`config.mk`:
```
export PLATFORM = sky130hd
export DESIGN_NAME = enemy_spawn_controller
export DESIGN_NICKNAME = d
export VERILOG_FILES = /design/src/rtl/enemy_spawn_controller.sv
export SDC_FILE = /design/constraint.sdc
export NUM_CORES = 1
export LEC_CHECK = 0
export CAP_MARGIN = 15
export CORE_MARGIN = 2
export CORE_UTILIZATION = 57
export DETAILED_ROUTE_END_ITERATION = 10
export DONT_BUFFER_PORTS = 1
export GPL_TIMING_DRIVEN = 1
export PLACE_DENSITY = 0.75
export SETUP_SLACK_MARGIN = 0.1
export SYNTH_ARGS = -nofsm -noshare
export SYNTH_HDL_FRONTEND = slang
export SYNTH_SLANG_ARGS = --single-unit
```
`constraint.sdc`:
```
create_clock -name clk -period 4.5 [get_ports clk]
set_input_delay 0.45 -clock clk [delete_from_list [all_inputs] [get_ports clk]]
set_output_delay 0.45 -clock clk [all_outputs]
set_load 0.02 [all_outputs]
```
`src/rtl/enemy_spawn_controller.sv`:
```
// Frame-driven enemy slot manager: per-frame collision/lifetime scan over all
// slots followed by a cadence-limited spawn into the lowest free slot.
module enemy_spawn_controller #(
    parameter int unsigned N_ENEMY      = 4,
    parameter int unsigned SPAWN_FRAMES = 60,
    parameter int unsigned LIFETIME     = 600,
    parameter int unsigned HIT_W        = 20,
    parameter int unsigned HIT_H        = 20,
    parameter logic [7:0]  LFSR_SEED    = 8'hA5
) (
    input  logic                  clk,
    input  logic                  rst,
    input  logic                  frameTick,
    input  logic                  gameRunning,
    input  logic [9:0]            playerX,
    input  logic [8:0]            playerY,
    input  logic [10*N_ENEMY-1:0] enemyXBus,
    input  logic [9*N_ENEMY-1:0]  enemyYBus,
    output logic [N_ENEMY-1:0]    isEnemyActive,
    output logic [7:0]            randomSeed,
    output logic                  playerHit,
    output logic [7:0]            hitCount,
    output logic [3:0]            activeCount
);
    localparam int unsigned IDX_W = (N_ENEMY > 1) ? $clog2(N_ENEMY) : 1;
    localparam int unsigned AGE_W = 10;
    localparam int unsigned CNT_W = 8;
    localparam logic [7:0]       SEED_INIT = (LFSR_SEED == 8'h00) ? 8'h01 : LFSR_SEED;
    localparam logic [IDX_W-1:0] LAST_IDX  = IDX_W'(N_ENEMY - 1);
    localparam logic [AGE_W-1:0] AGE_LAST  = AGE_W'(LIFETIME - 1);
    localparam logic [CNT_W-1:0] CNT_LAST  = CNT_W'(SPAWN_FRAMES - 1);

    typedef enum logic [1:0] {IDLE, SCAN, SPAWN} state_t;

    state_t                           state, stateNext;
    logic [IDX_W-1:0]                 idx, idxNext;
    logic [CNT_W-1:0]                 spawnCnt, spawnCntNext;
    logic [N_ENEMY-1:0][AGE_W-1:0]    age, ageNext;
    logic [N_ENEMY-1:0]               cool, coolNext;
    logic [N_ENEMY-1:0]               activeNext;
    logic                             hitNext;
    logic [7:0]                       hitCountNext;
    logic [3:0]                       popCount;

    logic [N_ENEMY-1:0][9:0]          enemyX;
    logic [N_ENEMY-1:0][8:0]          enemyY;
    logic [9:0]                       curX, dx;
    logic [8:0]                       curY, dy;
    logic                             hitNow;
    logic [N_ENEMY-1:0]               eligible, spawnPick;
    logic                             lfsrFb;

    assign enemyX = enemyXBus;
    assign enemyY = enemyYBus;

    // Collision test for the slot currently under scan
    assign curX   = enemyX[idx];
    assign curY   = enemyY[idx];
    assign dx     = (curX >= playerX) ? curX - playerX : playerX - curX;
    assign dy     = (curY >= playerY) ? curY - playerY : playerY - curY;
    assign hitNow = (age[idx] != '0) && (dx < 10'(HIT_W)) && (dy < 9'(HIT_H));

    // Lowest slot that is neither active nor cooling down
    assign eligible  = ~isEnemyActive & ~cool;
    assign spawnPick = eligible & (~eligible + N_ENEMY'(1));

    // XNOR taps 8,6,5,4: the seed 8'hA5 steps to 8'h4B
    assign lfsrFb = ~(randomSeed[7] ^ randomSeed[5] ^ randomSeed[4] ^ randomSeed[3]);

    always_comb begin
        popCount = '0;
        for (int i = 0; i < N_ENEMY; i++) begin
            popCount = popCount + 4'(isEnemyActive[i]);
        end
    end

    // State register
    always_ff @(posedge clk) begin
        if (rst) begin
            state <= IDLE;
            idx   <= '0;
        end else begin
            state <= stateNext;
            idx   <= idxNext;
        end
    end

    // Next-state logic; a low gameRunning overrides any progress
    always_comb begin
        stateNext = state;
        idxNext   = idx;
        if (!gameRunning) begin
            stateNext = IDLE;
        end else begin
            case (state)
                IDLE: begin
                    if (frameTick) begin
                        stateNext = SCAN;
                        idxNext   = '0;
                    end
                end
                SCAN: begin
                    if (idx == LAST_IDX) begin
                        stateNext = SPAWN;
                    end else begin
                        idxNext = idx + IDX_W'(1);
                    end
                end
                SPAWN:   stateNext = IDLE;
                default: stateNext = IDLE;
            endcase
        end
    end

    // Output / slot-state next values
    always_comb begin
        activeNext   = isEnemyActive;
        coolNext     = cool;
        ageNext      = age;
        spawnCntNext = spawnCnt;
        hitNext      = 1'b0;
        hitCountNext = hitCount;
        if (!gameRunning) begin
            coolNext     = cool | isEnemyActive;
            activeNext   = '0;
            spawnCntNext = '0;
        end else begin
            case (state)
                SCAN: begin
                    if (isEnemyActive[idx]) begin
                        if (hitNow) begin
                            activeNext[idx] = 1'b0;
                            coolNext[idx]   = 1'b1;
                            hitNext         = 1'b1;
                            if (hitCount != 8'hFF) begin
                                hitCountNext = hitCount + 8'd1;
                            end
                        end else if (age[idx] == AGE_LAST) begin
                            activeNext[idx] = 1'b0;
                            coolNext[idx]   = 1'b1;
                        end else begin
                            ageNext[idx] = age[idx] + AGE_W'(1);
                        end
                    end else begin
                        coolNext[idx] = 1'b0;
                    end
                end
                SPAWN: begin
                    // At terminal count with no free slot the counter holds
                    if (spawnCnt == CNT_LAST) begin
                        if (eligible != '0) begin
                            activeNext   = isEnemyActive | spawnPick;
                            spawnCntNext = '0;
                            for (int i = 0; i < N_ENEMY; i++) begin
                                if (spawnPick[i]) begin
                                    ageNext[i] = '0;
                                end
                            end
                        end
                    end else begin
                        spawnCntNext = spawnCnt + CNT_W'(1);
                    end
                end
                default: ;
            endcase
        end
    end

    // Datapath and output registers
    always_ff @(posedge clk) begin
        if (rst) begin
            isEnemyActive <= '0;
            cool          <= '0;
            age           <= '0;
            spawnCnt      <= '0;
            playerHit     <= 1'b0;
            hitCount      <= '0;
            activeCount   <= '0;
            randomSeed    <= SEED_INIT;
        end else begin
            isEnemyActive <= activeNext;
            cool          <= coolNext;
            age           <= ageNext;
            spawnCnt      <= spawnCntNext;
            playerHit     <= hitNext;
            hitCount      <= hitCountNext;
            activeCount   <= popCount;
            if (frameTick) begin
                randomSeed <= {randomSeed[6:0], lfsrFb};
            end
        end
    end

endmodule

```
==> impl_metrics.yaml, run 1 <==
clocking:
  clkTransAtPathRegs_ps: 80
  htreeDepth: 3
  root_buffer: "clkbuf_8"
  cts_tree: "yes"
  clock_latency_ps: 370
  cts-buffers-inserted: 9
  clk_path_buf_depth: 2
  tritoncts_num_sinks: 80
  hold_buffers: 0
layout:
  final_layout_size_suffix_gt1_share_pct: 17.40
  nets: 842
  areaGrowthSynthToFinish_pct: 8.225
  stdcell_area_um2: 6750
  antenna_cells: 0
outcome:
  status: "completed"
timing:
  slew-limit-headroom_pct: 28.73
  fin_crit_ps: 4294
  fmax_mhz: 232.9
  drv_slew: 0
  fin_skew_ps: 10.52
  hold_viol: 0
  timing.final.crit_share_pct: 95.42
  tns_ps: 0
  setup_violations: 0
  rsz0062_at_grt: "no"
  worstMarginPinSlew_ps: 1042
run:
  cap_violations: 0
critical_path:
  cp.arrival_ps: 4540
  crit_fanout: 16
  cp-start-kind: "flop"
  crit_type: "flop to flop"
  cp.required_ps: 4750
  rrSetupSlack_ps: 210
  cp-end-kind: "flop"
power_and_ir_drop:
  p_per_area_nw_per_um2: 249.9
  power_leakage_nw: 2.652
  ir_drop_v: 0.0002293
synthesis:
  syn_area_um2: 6237
  seq_area_frac_synth_pct: 25.68
  yosys_warnings: 0
  synthArstFlopShare_pct: 0
  synth.distinct_cells: 76
  syn_inst: 692
  synth_edf_count: 0
  synth_flop_cell: "dfxtp_1"
  synth_nets: 838
  avgSynthCellArea_um2: 9.013
  synth-seq-cells: 80
global_route:
  gr-total-overflow: 0
  grt_pass1_wl_mm: 24.47
  grt_antenna_before_repair: 0
  grt_max_degree: 53
  grt_use_total_pct: 25.94
  grt_pass1_vias: 5286
place:
  dpl_cell_area_um2: 6392
  gp_congestion: 0.9385
  io_buffer_count: 0
  hpwl_mm: 11.22
die:
  fp.dieArea_um2: 11800
  die_w_um: 108.6
  start_util_pct: 58.05
  fp.coreArea_um2: 10750
  fp.dieH_um: 108.6
  std_cell_rows: 38
  io-pin-count: 124
detailed_routing:
  finalWirelength_mm: 15.73
  drc: 0
  dr.pass1.iters: 5
  ant_nets: 0
  drt-wirelength-per-cell_um: 18.70
  drtIter0Drc: 351
  viasPerCell: 6.527
  vias: 5489
hold_path:
  min_path_type: "input port to flop"
[cell usage after synthesis (10+ instances only)]
cell type  number  share of area (%)
inv_1          54                3.2
nor2b_1        28                2.8
ha_1           46                9.2
o21a_1         10                1.2
o21ai_0        19                1.5
nand3_1        15                1.2
mux2i_1        10                1.6
clkbuf_1       10               0.60
a21oi_1        43                3.5
mux2_2         11                2.0
a22o_1         30                4.2
xnor2_1        10                1.4
dfxtp_1        80                 26
mux4_2         30                 11
nand2_1        35                2.1
nor2_1         59                3.6
nor3_1         15                1.2
[per-stage QoR]
step	power, mW	setup slack [ps]	instances	utilization, %	hold WS (ps)
final	1.687	206.1	841	62.82	161.0
after global routing	1.751	50.45	841	62.82	142.0
after CTS	1.669	97.04	836	61.55	130.4
after detailed placement	1.094	76.19	820	59.49	451.0
after global placement	1.085	125.1	820	59.49	451.9
after floorplan	1.031	114.2	692	-	437.1
[cells in the final DEF, fill, tap and decap left out, types with 4 or more instances in the layout]
| cell type | instances |
|---|---|
| mux4_2 | 30 |
| and3_1 | 9 |
| a21o_1 | 4 |
| inv_1 | 54 |
| xnor2_1 | 10 |
| nor3_1 | 15 |
| or3_1 | 9 |
| o21ai_0 | 18 |
| nor2b_1 | 27 |
| dfxtp_1 | 78 |
| o31ai_1 | 9 |
| a22o_1 | 30 |
| o21a_1 | 10 |
| a211oi_1 | 8 |
| buf_4 | 20 |
| a21oi_1 | 42 |
| ha_1 | 43 |
| buf_6 | 4 |
| nand4_1 | 6 |
| nand2_1 | 34 |
| o2bb2ai_1 | 4 |
| o31a_1 | 4 |
| nand2b_1 | 9 |
| a211o_1 | 5 |
| o211ai_1 | 4 |
| or2_2 | 4 |
| or4_1 | 8 |
| nor2_1 | 59 |
| mux2_2 | 11 |
| and2_1 | 7 |
| xor2_1 | 9 |
| nor4b_1 | 4 |
| clkbuf_8 | 10 |
| mux2i_1 | 10 |
| nand3_1 | 15 |
[path summary, 6_finish.rpt]
kind	start	endpoint	depth (start not counted)
worst max-delay path	idx[0]	age[0]	14
worst min-delay path	rst	idx[1]	1
worst max register to register	idx[0]	age[0]	14
worst min register to register	age[13]	age[13]	1
[final cells by class]
type	instances	area [µm²]
flip-flops and latches	80	1607
multi-input cells	526	4337
clock inverters	3	65.06
inverters	54	202.7
clock buffers	13	148.9
fillers	917	3995
well taps	140	175.2
repair buffers	25	215.2
[kinds of logic (layout without fill, tap and decap cells)]
kind of cell	Yosys count	after routing	share of synthesized area (%)
AOI/OAI and AO/OA	173	173	20.04
xor gates and xnor gates	19	19	2.668
adders and majority gates	47	47	9.549
buffers and inverters	87	95	6.439
DFF	80	80	25.68
muxes	51	51	14.42
other	1	1	0.06012
and+or+nand+nor	234	235	21.14
[layer usage]
layer | share of wire [%] | vias up | wire (µm) | GRT usage [%]
li1 | - | 2571 | - | -
met2 | 49 | 246 | 7778 | 45.04
met3 | 7.5 | 31 | 1180 | 6.450
met4 | 1.9 | 0 | 305 | 9.432
met5 | 0 | - | 0 | 0
met1 | 41 | 2641 | 6463 | 30.97
[report_power, final]
part	total (mW)	leakage [nW]	internal [mW]	switching (mW)
registers	0.731	0.648	0.715	0.0160
clock network	0.581	0.108	0.328	0.253
logic	0.376	1.90	0.175	0.201
[registers in the layout (all words and copies together) (netlist names), named ones only]
name and cells:
activeCount 3, age 40, hitCount 8, idx 2, isEnemyActive 4, playerHit 1
randomSeed 8, spawnCnt 8, state 2
[critical path: stages, from the launching register on]
cell and delay [ps]:
dfxtp_2 360, buf_12 180, mux4_2 560, ha_1 350, buf_4 160, a21oi_1 330, nand2_1 170, a2111oi_0 490
o21ai_0 170, and4b_1 240, nand4bb_2 130, buf_6 180, nor4b_4 310, buf_6 190, mux2_2 340
[what timing repair did]
action / in CTS / in global routing
buffers inserted: 0 / 3
endpoints found under the setup margin: 7 / 48
gates resized for setup: 2 / 26
pin swaps: 0 / 2
gates cloned: 0 / 2
hold endpoints to repair: 0 / 0
No activity file was read; power rests on OpenSTA's default activity.
==> run 2: changes to the inputs <==
--- a/config.mk
+++ b/config.mk
@@ -7,11 +7,10 @@
 export LEC_CHECK = 0
 export CAP_MARGIN = 15
 export CORE_MARGIN = 2
-export CORE_UTILIZATION = 57
+export CORE_UTILIZATION = 48
 export DETAILED_ROUTE_END_ITERATION = 10
-export DONT_BUFFER_PORTS = 1
 export GPL_TIMING_DRIVEN = 1
-export PLACE_DENSITY = 0.75
+export PLACE_DENSITY = 0.78
 export SETUP_SLACK_MARGIN = 0.1
 export SYNTH_ARGS = -nofsm -noshare
 export SYNTH_HDL_FRONTEND = slang
==> run 2 against run 1 <==
  * Wire length is 13% higher
  * Sequential share of layout area is 4.4 points lower
  * Clock-buffer cell count is 3 lower
  * Final cell count is 22% higher
  * Final area is 23% higher
  * Critical path depth is 1 higher
  * Critical path type unchanged
  * Largest power group unchanged
==> impl_metrics.yaml, run 2 (same netlist as run 1, synthesis figures left out) <==
layout:
  final_cell_mix: "121 x clkdlybuf4s50_1, 79 x dfxtp_1, 59 x nor2_1"
  nets: 993
  final_layout_size_suffix_gt1_share_pct: 18.08
  top_register: "age"
  finalNonFillerCells: 1024
  areaGrowthSynthToFinish_pct: 32.64
  largest_register_ffs: 40
  antenna_cells: 0
  final_common_cell: "clkdlybuf4s50_1"
power_and_ir_drop:
  total_power_mw: 1.944
  p_per_area_nw_per_um2: 235.0
  power_leakage_nw: 3.285
  ir_drop_v: 0.0002191
outcome:
  status: "completed"
hold_path:
  min_path_type: "flop to flop"
critical_path:
  crit_type: "flop to flop"
  cp-end-kind: "flop"
  cp.arrival_ps: 4420
  cp.required_ps: 4730
  crit_fanout: 10
  cp-start-kind: "flop"
clocking:
  root_buffer: "clkbuf_16"
  cts-buffers-inserted: 9
  clock_latency_ps: 350
  clk_path_buf_depth: 2
  htreeDepth: 3
  tritoncts_num_sinks: 80
  hold_buffers: 0
  cts_tree: "yes"
  clkTransAtPathRegs_ps: 70
detailed_routing:
  drt-wirelength-per-cell_um: 17.36
  ant_nets: 0
  vias: 6034
  finalWirelength_mm: 17.78
  drc: 0
  drtIter0Drc: 508
  dr.pass1.iters: 5
  viasPerCell: 5.893
timing:
  timing.final.crit_share_pct: 93.19
  setup_violations: 0
  slew-limit-headroom_pct: 29.22
  worstMarginPinSlew_ps: 1062
  fin_skew_ps: 9.052
  fmax_mhz: 238.5
  hold_viol: 0
  hold_ws_ps: 474.3
  fin_crit_ps: 4194
  rsz0062_at_grt: "no"
  drv_slew: 0
die:
  std_cell_rows: 41
  start_util_pct: 49.22
  die_w_um: 118.0
  fp.coreArea_um2: 12670
  fp.dieArea_um2: 13920
  io-pin-count: 124
  fp.dieH_um: 118.0
global_route:
  busiest_layer: "met2"
  met3_usage_pct: 4.797
  grt_use_met1_pct: 30.73
  grt_max_degree: 53
  grt_antenna_before_repair: 0
  grt_use_total_pct: 25.13
  grt_pass1_vias: 5971
  use_met2_pct: 44.44
  gr-total-overflow: 0
  grt_pass1_wl_mm: 29.18
run:
  cap_violations: 0
place:
  placedCellCount: 1002
  gp_congestion: 0.9238
  hpwl_mm: 13.51
  io_buffer_count: 122
==> run 2: repair_timing <==
| action | in CTS | in global routing |
|---|---|---|
| resized for setup | 6 | 14 |
| buffers inserted | 0 | 5 |
| cloned | 0 | 1 |
| setup endpoints to repair | 40 | 50 |
| pin swaps | 0 | 2 |
| endpoints found under the hold margin | 0 | 0 |
==> run 2: area by class of cell <==
type / instances / area, µm²
flip-flops and latches: 80 / 1605
well taps: 172 / 215.2
clock buffers: 10 / 239.0
inverters: 54 / 202.7
clock inverters: 6 / 43.79
repair buffers: 176 / 1625
multi-input cells: 526 / 4342
fillers: 1059 / 4398
==> run 2: metrics by stage <==
step                      util (%)  instance area, µm²  setup TNS, ps  setup slack, ps
final                        65.29                8273              0            306.3
after global routing         65.29                8273              0            96.54
after CTS                    64.50                8173              0            101.9
after detailed placement     61.91                7845          -5177           -181.7
after global placement       61.91                7845          -1257           -62.71
after floorplan                  -                6255              0            114.2
==> run 2: critical path, stage by stage (launching register included) <==
cell and delay, ps:
dfxtp_4 400, buf_4 200, mux4_2 550, ha_1 380, and2_1 210, nand4_1 100
o21ai_1 90, buf_4 170, a2111oi_1 420, o21ai_0 190, and4b_1 240, nand4bb_2 110
buf_4 160, nor4b_2 220, buf_4 270, mux2_2 360
==> run 2: worst paths after layout <==
| check | startpoint | end | slack [ps] | depth (start not counted) |
|---|---|---|---|---|
| setup reg to reg | idx[0] | age[8] | 310 | 15 |
| setup / recovery | idx[0] | age[8] | 310 | 15 |
| hold / removal | age[15] | age[15] | 470 | 1 |
| hold reg to reg | age[15] | age[15] | 470 | 1 |
==> run 2: where the power goes <==
group	internal (mW)	switching [mW]
Clock	0.390	0.305
Sequential	0.716	0.00861
Combinational	0.282	0.243
==> run 2: routing by layer <==
layer | up-vias | part of all wire, %
li1 | 2865 | -
met1 | 2905 | 41
met2 | 226 | 51
met3 | 38 | 5.7
met4 | 0 | 2.2
met5 | - | 0
==> run 3: changes to the inputs <==
--- a/config.mk
+++ b/config.mk
@@ -6,6 +6,7 @@
 export NUM_CORES = 1
 export LEC_CHECK = 0
 export CAP_MARGIN = 15
+export CORE_ASPECT_RATIO = 0.6
 export CORE_MARGIN = 2
 export CORE_UTILIZATION = 48
 export DETAILED_ROUTE_END_ITERATION = 10
==> run 3 against run 2 <==
  * Final area unchanged
  * Clock-buffer cell count unchanged
  * Fmax down 0.50%
  * Hold slack better by 4.0 ps
  * Critical endpoint is now age[4]
  * Sequential power about the same
  * Global-route usage up 1.6 points
  * Sequential share of layout area about the same
  * Combinational power about the same
  * Core utilization down 0.52 points
  * Worst setup slack worse by 21 ps
==> impl_metrics.yaml, run 3 (same netlist as run 1, synthesis figures left out) <==
layout:
  fillers: 1005
  final_core_util_pct: 64.77
  nets: 989
  regArea_um2: 1603
  finalNonFillerCells: 1018
  final_common_cell: "clkdlybuf4s50_1"
  multi_input_comb_area_um2: 4313
  largest_register_ffs: 40
  top_register: "age"
  final_layout_size_suffix_gt1_share_pct: 17.10
  areaGrowthSynthToFinish_pct: 32.64
  antenna_cells: 0
  final_cell_mix: "121 x clkdlybuf4s50_1, 79 x dfxtp_1, 59 x nor2_1"
  stdcell_area_um2: 8273
die:
  io-pin-count: 124
  fp.coreArea_um2: 12770
  die_w_um: 151.2
  std_cell_rows: 32
  start_util_pct: 48.83
  fp.dieH_um: 92.30
  fp.dieArea_um2: 13950
timing:
  worstMarginPinSlew_ps: 1091
  tns_ps: 0
  fin_crit_ps: 4215
  drv_slew: 0
  setup_violations: 0
  timing.final.crit_share_pct: 93.67
  fin_skew_ps: 8.727
  final.setup.worst_slack_ps: 285.0
  hold_viol: 0
  rsz0062_at_grt: "no"
  hold_ws_ps: 478.3
  fmax_mhz: 237.2
  slew-limit-headroom_pct: 27.24
run:
  cap_violations: 0
clocking:
  clk_path_buf_depth: 2
  cts_tree: "yes"
  htreeDepth: 3
  cts-buffers-inserted: 9
  clkTransAtPathRegs_ps: 60
  root_buffer: "clkbuf_16"
  hold_buffers: 0
  tritoncts_num_sinks: 80
  clock_latency_ps: 340
global_route:
  grt_max_degree: 53
  grt_antenna_before_repair: 0
  grt_use_total_pct: 26.74
  gr-total-overflow: 0
  grt_pass1_wl_mm: 29.90
  grt_pass1_vias: 5831
place:
  hpwl_mm: 14.12
  gp_congestion: 0.9986
  placedCellCount: 997
  io_buffer_count: 122
  preCtsSetupSlack_ps: -124.1
  dpl_cell_area_um2: 7858
critical_path:
  cp.arrival_ps: 4430
  crit_fanout: 19
  ff2ff_path_depth: 15
  cp_cell_sequence: "buf_12 > mux4_2 > ha_1 > nor2b_1 > o21ai_1 > a21oi_1 > a2111oi_0 > buf_4 > a211oi_1 > a21oi_1 > nand4bb_2 > buf_6 > nor4b_4 > buf_6 > mux2_2"
  cp.required_ps: 4720
  r2r-end: "age[4]"
  reg2reg_from: "idx[0]"
  rrSetupSlack_ps: 280
  cpMaxStageDelayCell: "mux4_2"
  crit_type: "flop to flop"
  critPathMaxStageDelay_ps: 530
  cp-start-kind: "flop"
  crit_path_start: "idx[0]"
  cp-end-kind: "flop"
power_and_ir_drop:
  p_per_area_nw_per_um2: 239.6
  power_leakage_nw: 3.279
  total_power_mw: 1.982
  ir_drop_v: 0.0002340
detailed_routing:
  viasPerCell: 5.963
  drt-wirelength-per-cell_um: 18.01
  drtIter0Drc: 573
  vias: 6070
  ant_nets: 0
  finalWirelength_mm: 18.34
  dr.pass1.iters: 5
  drc: 0
outcome:
  status: "completed"
hold_path:
  min_path_type: "flop to flop"
  whs_endpoint: "age[25]"
  whs_path_depth: 1
  hold_start: "age[25]"
-- run 3: cell count changes in the layout (fill, tap and decap cells not counted), sizes merged --
| cell | previous run | this run |
|---|---|---|
| clkinv | 4 | 0 |
| clkinvlp | 1 | 4 |
| buf | 55 | 52 |
| or4 | 12 | 11 |
| bufinv | 0 | 1 |
-- run 3: layout make-up --
cell class                      instances  area share [%]
Multi-Input combinational cell        525           52.13
Timing Repair Buffer                  173           19.87
Sequential cell                        80           19.37
Clock buffer                           10           2.768
Tap cell                              170           2.571
Inverter                               54           2.450
Clock inverter                          6          0.8318
-- run 3: report_power, final --
part / switching (mW) / internal (mW)
logic: 0.247 / 0.278
registers: 0.00887 / 0.716
clock network: 0.300 / 0.432
-- run 3: worst max-delay path: cells and delay by family, from the launching register on --
kind,cells,cell delay (ps)
flops,1,350
mux,2,880
compound gates,5,1130
simple gates,3,670
fa+ha+maj,1,310
buf+inv,4,760
-- run 3: timing repair --
| item | CTS | global route |
|---|---|---|
| buffers inserted | 0 | 5 |
| resized for setup | 0 | 15 |
| endpoints found under the setup margin | 0 | 49 |
-- run 3: routing by layer --
layer  vias to the layer above  global-route usage (%)  part of all wire, %
met5                         -                       0                    0
met3                        20                   5.123                  7.8
li1                       2858                       -                    -
met1                      2906                   42.37                   51
met2                       286                   38.03                   41
met4                         0                   3.583                 0.75
-- run 3: worst max path at each step --
| stage | cells past startpoint | slack, ps | end |
|---|---|---|---|
| after CTS | 13 | 110 | hitCount[0] |
| final | 15 | 280 | age[4] |
| after detailed placement | 13 | -120 | hitCount[0] |
| after floorplan | 15 | 110 | hitCount[6] |
| after global routing | 15 | 80 | age[4] |
| after global placement | 13 | -40 | hitCount[0] |
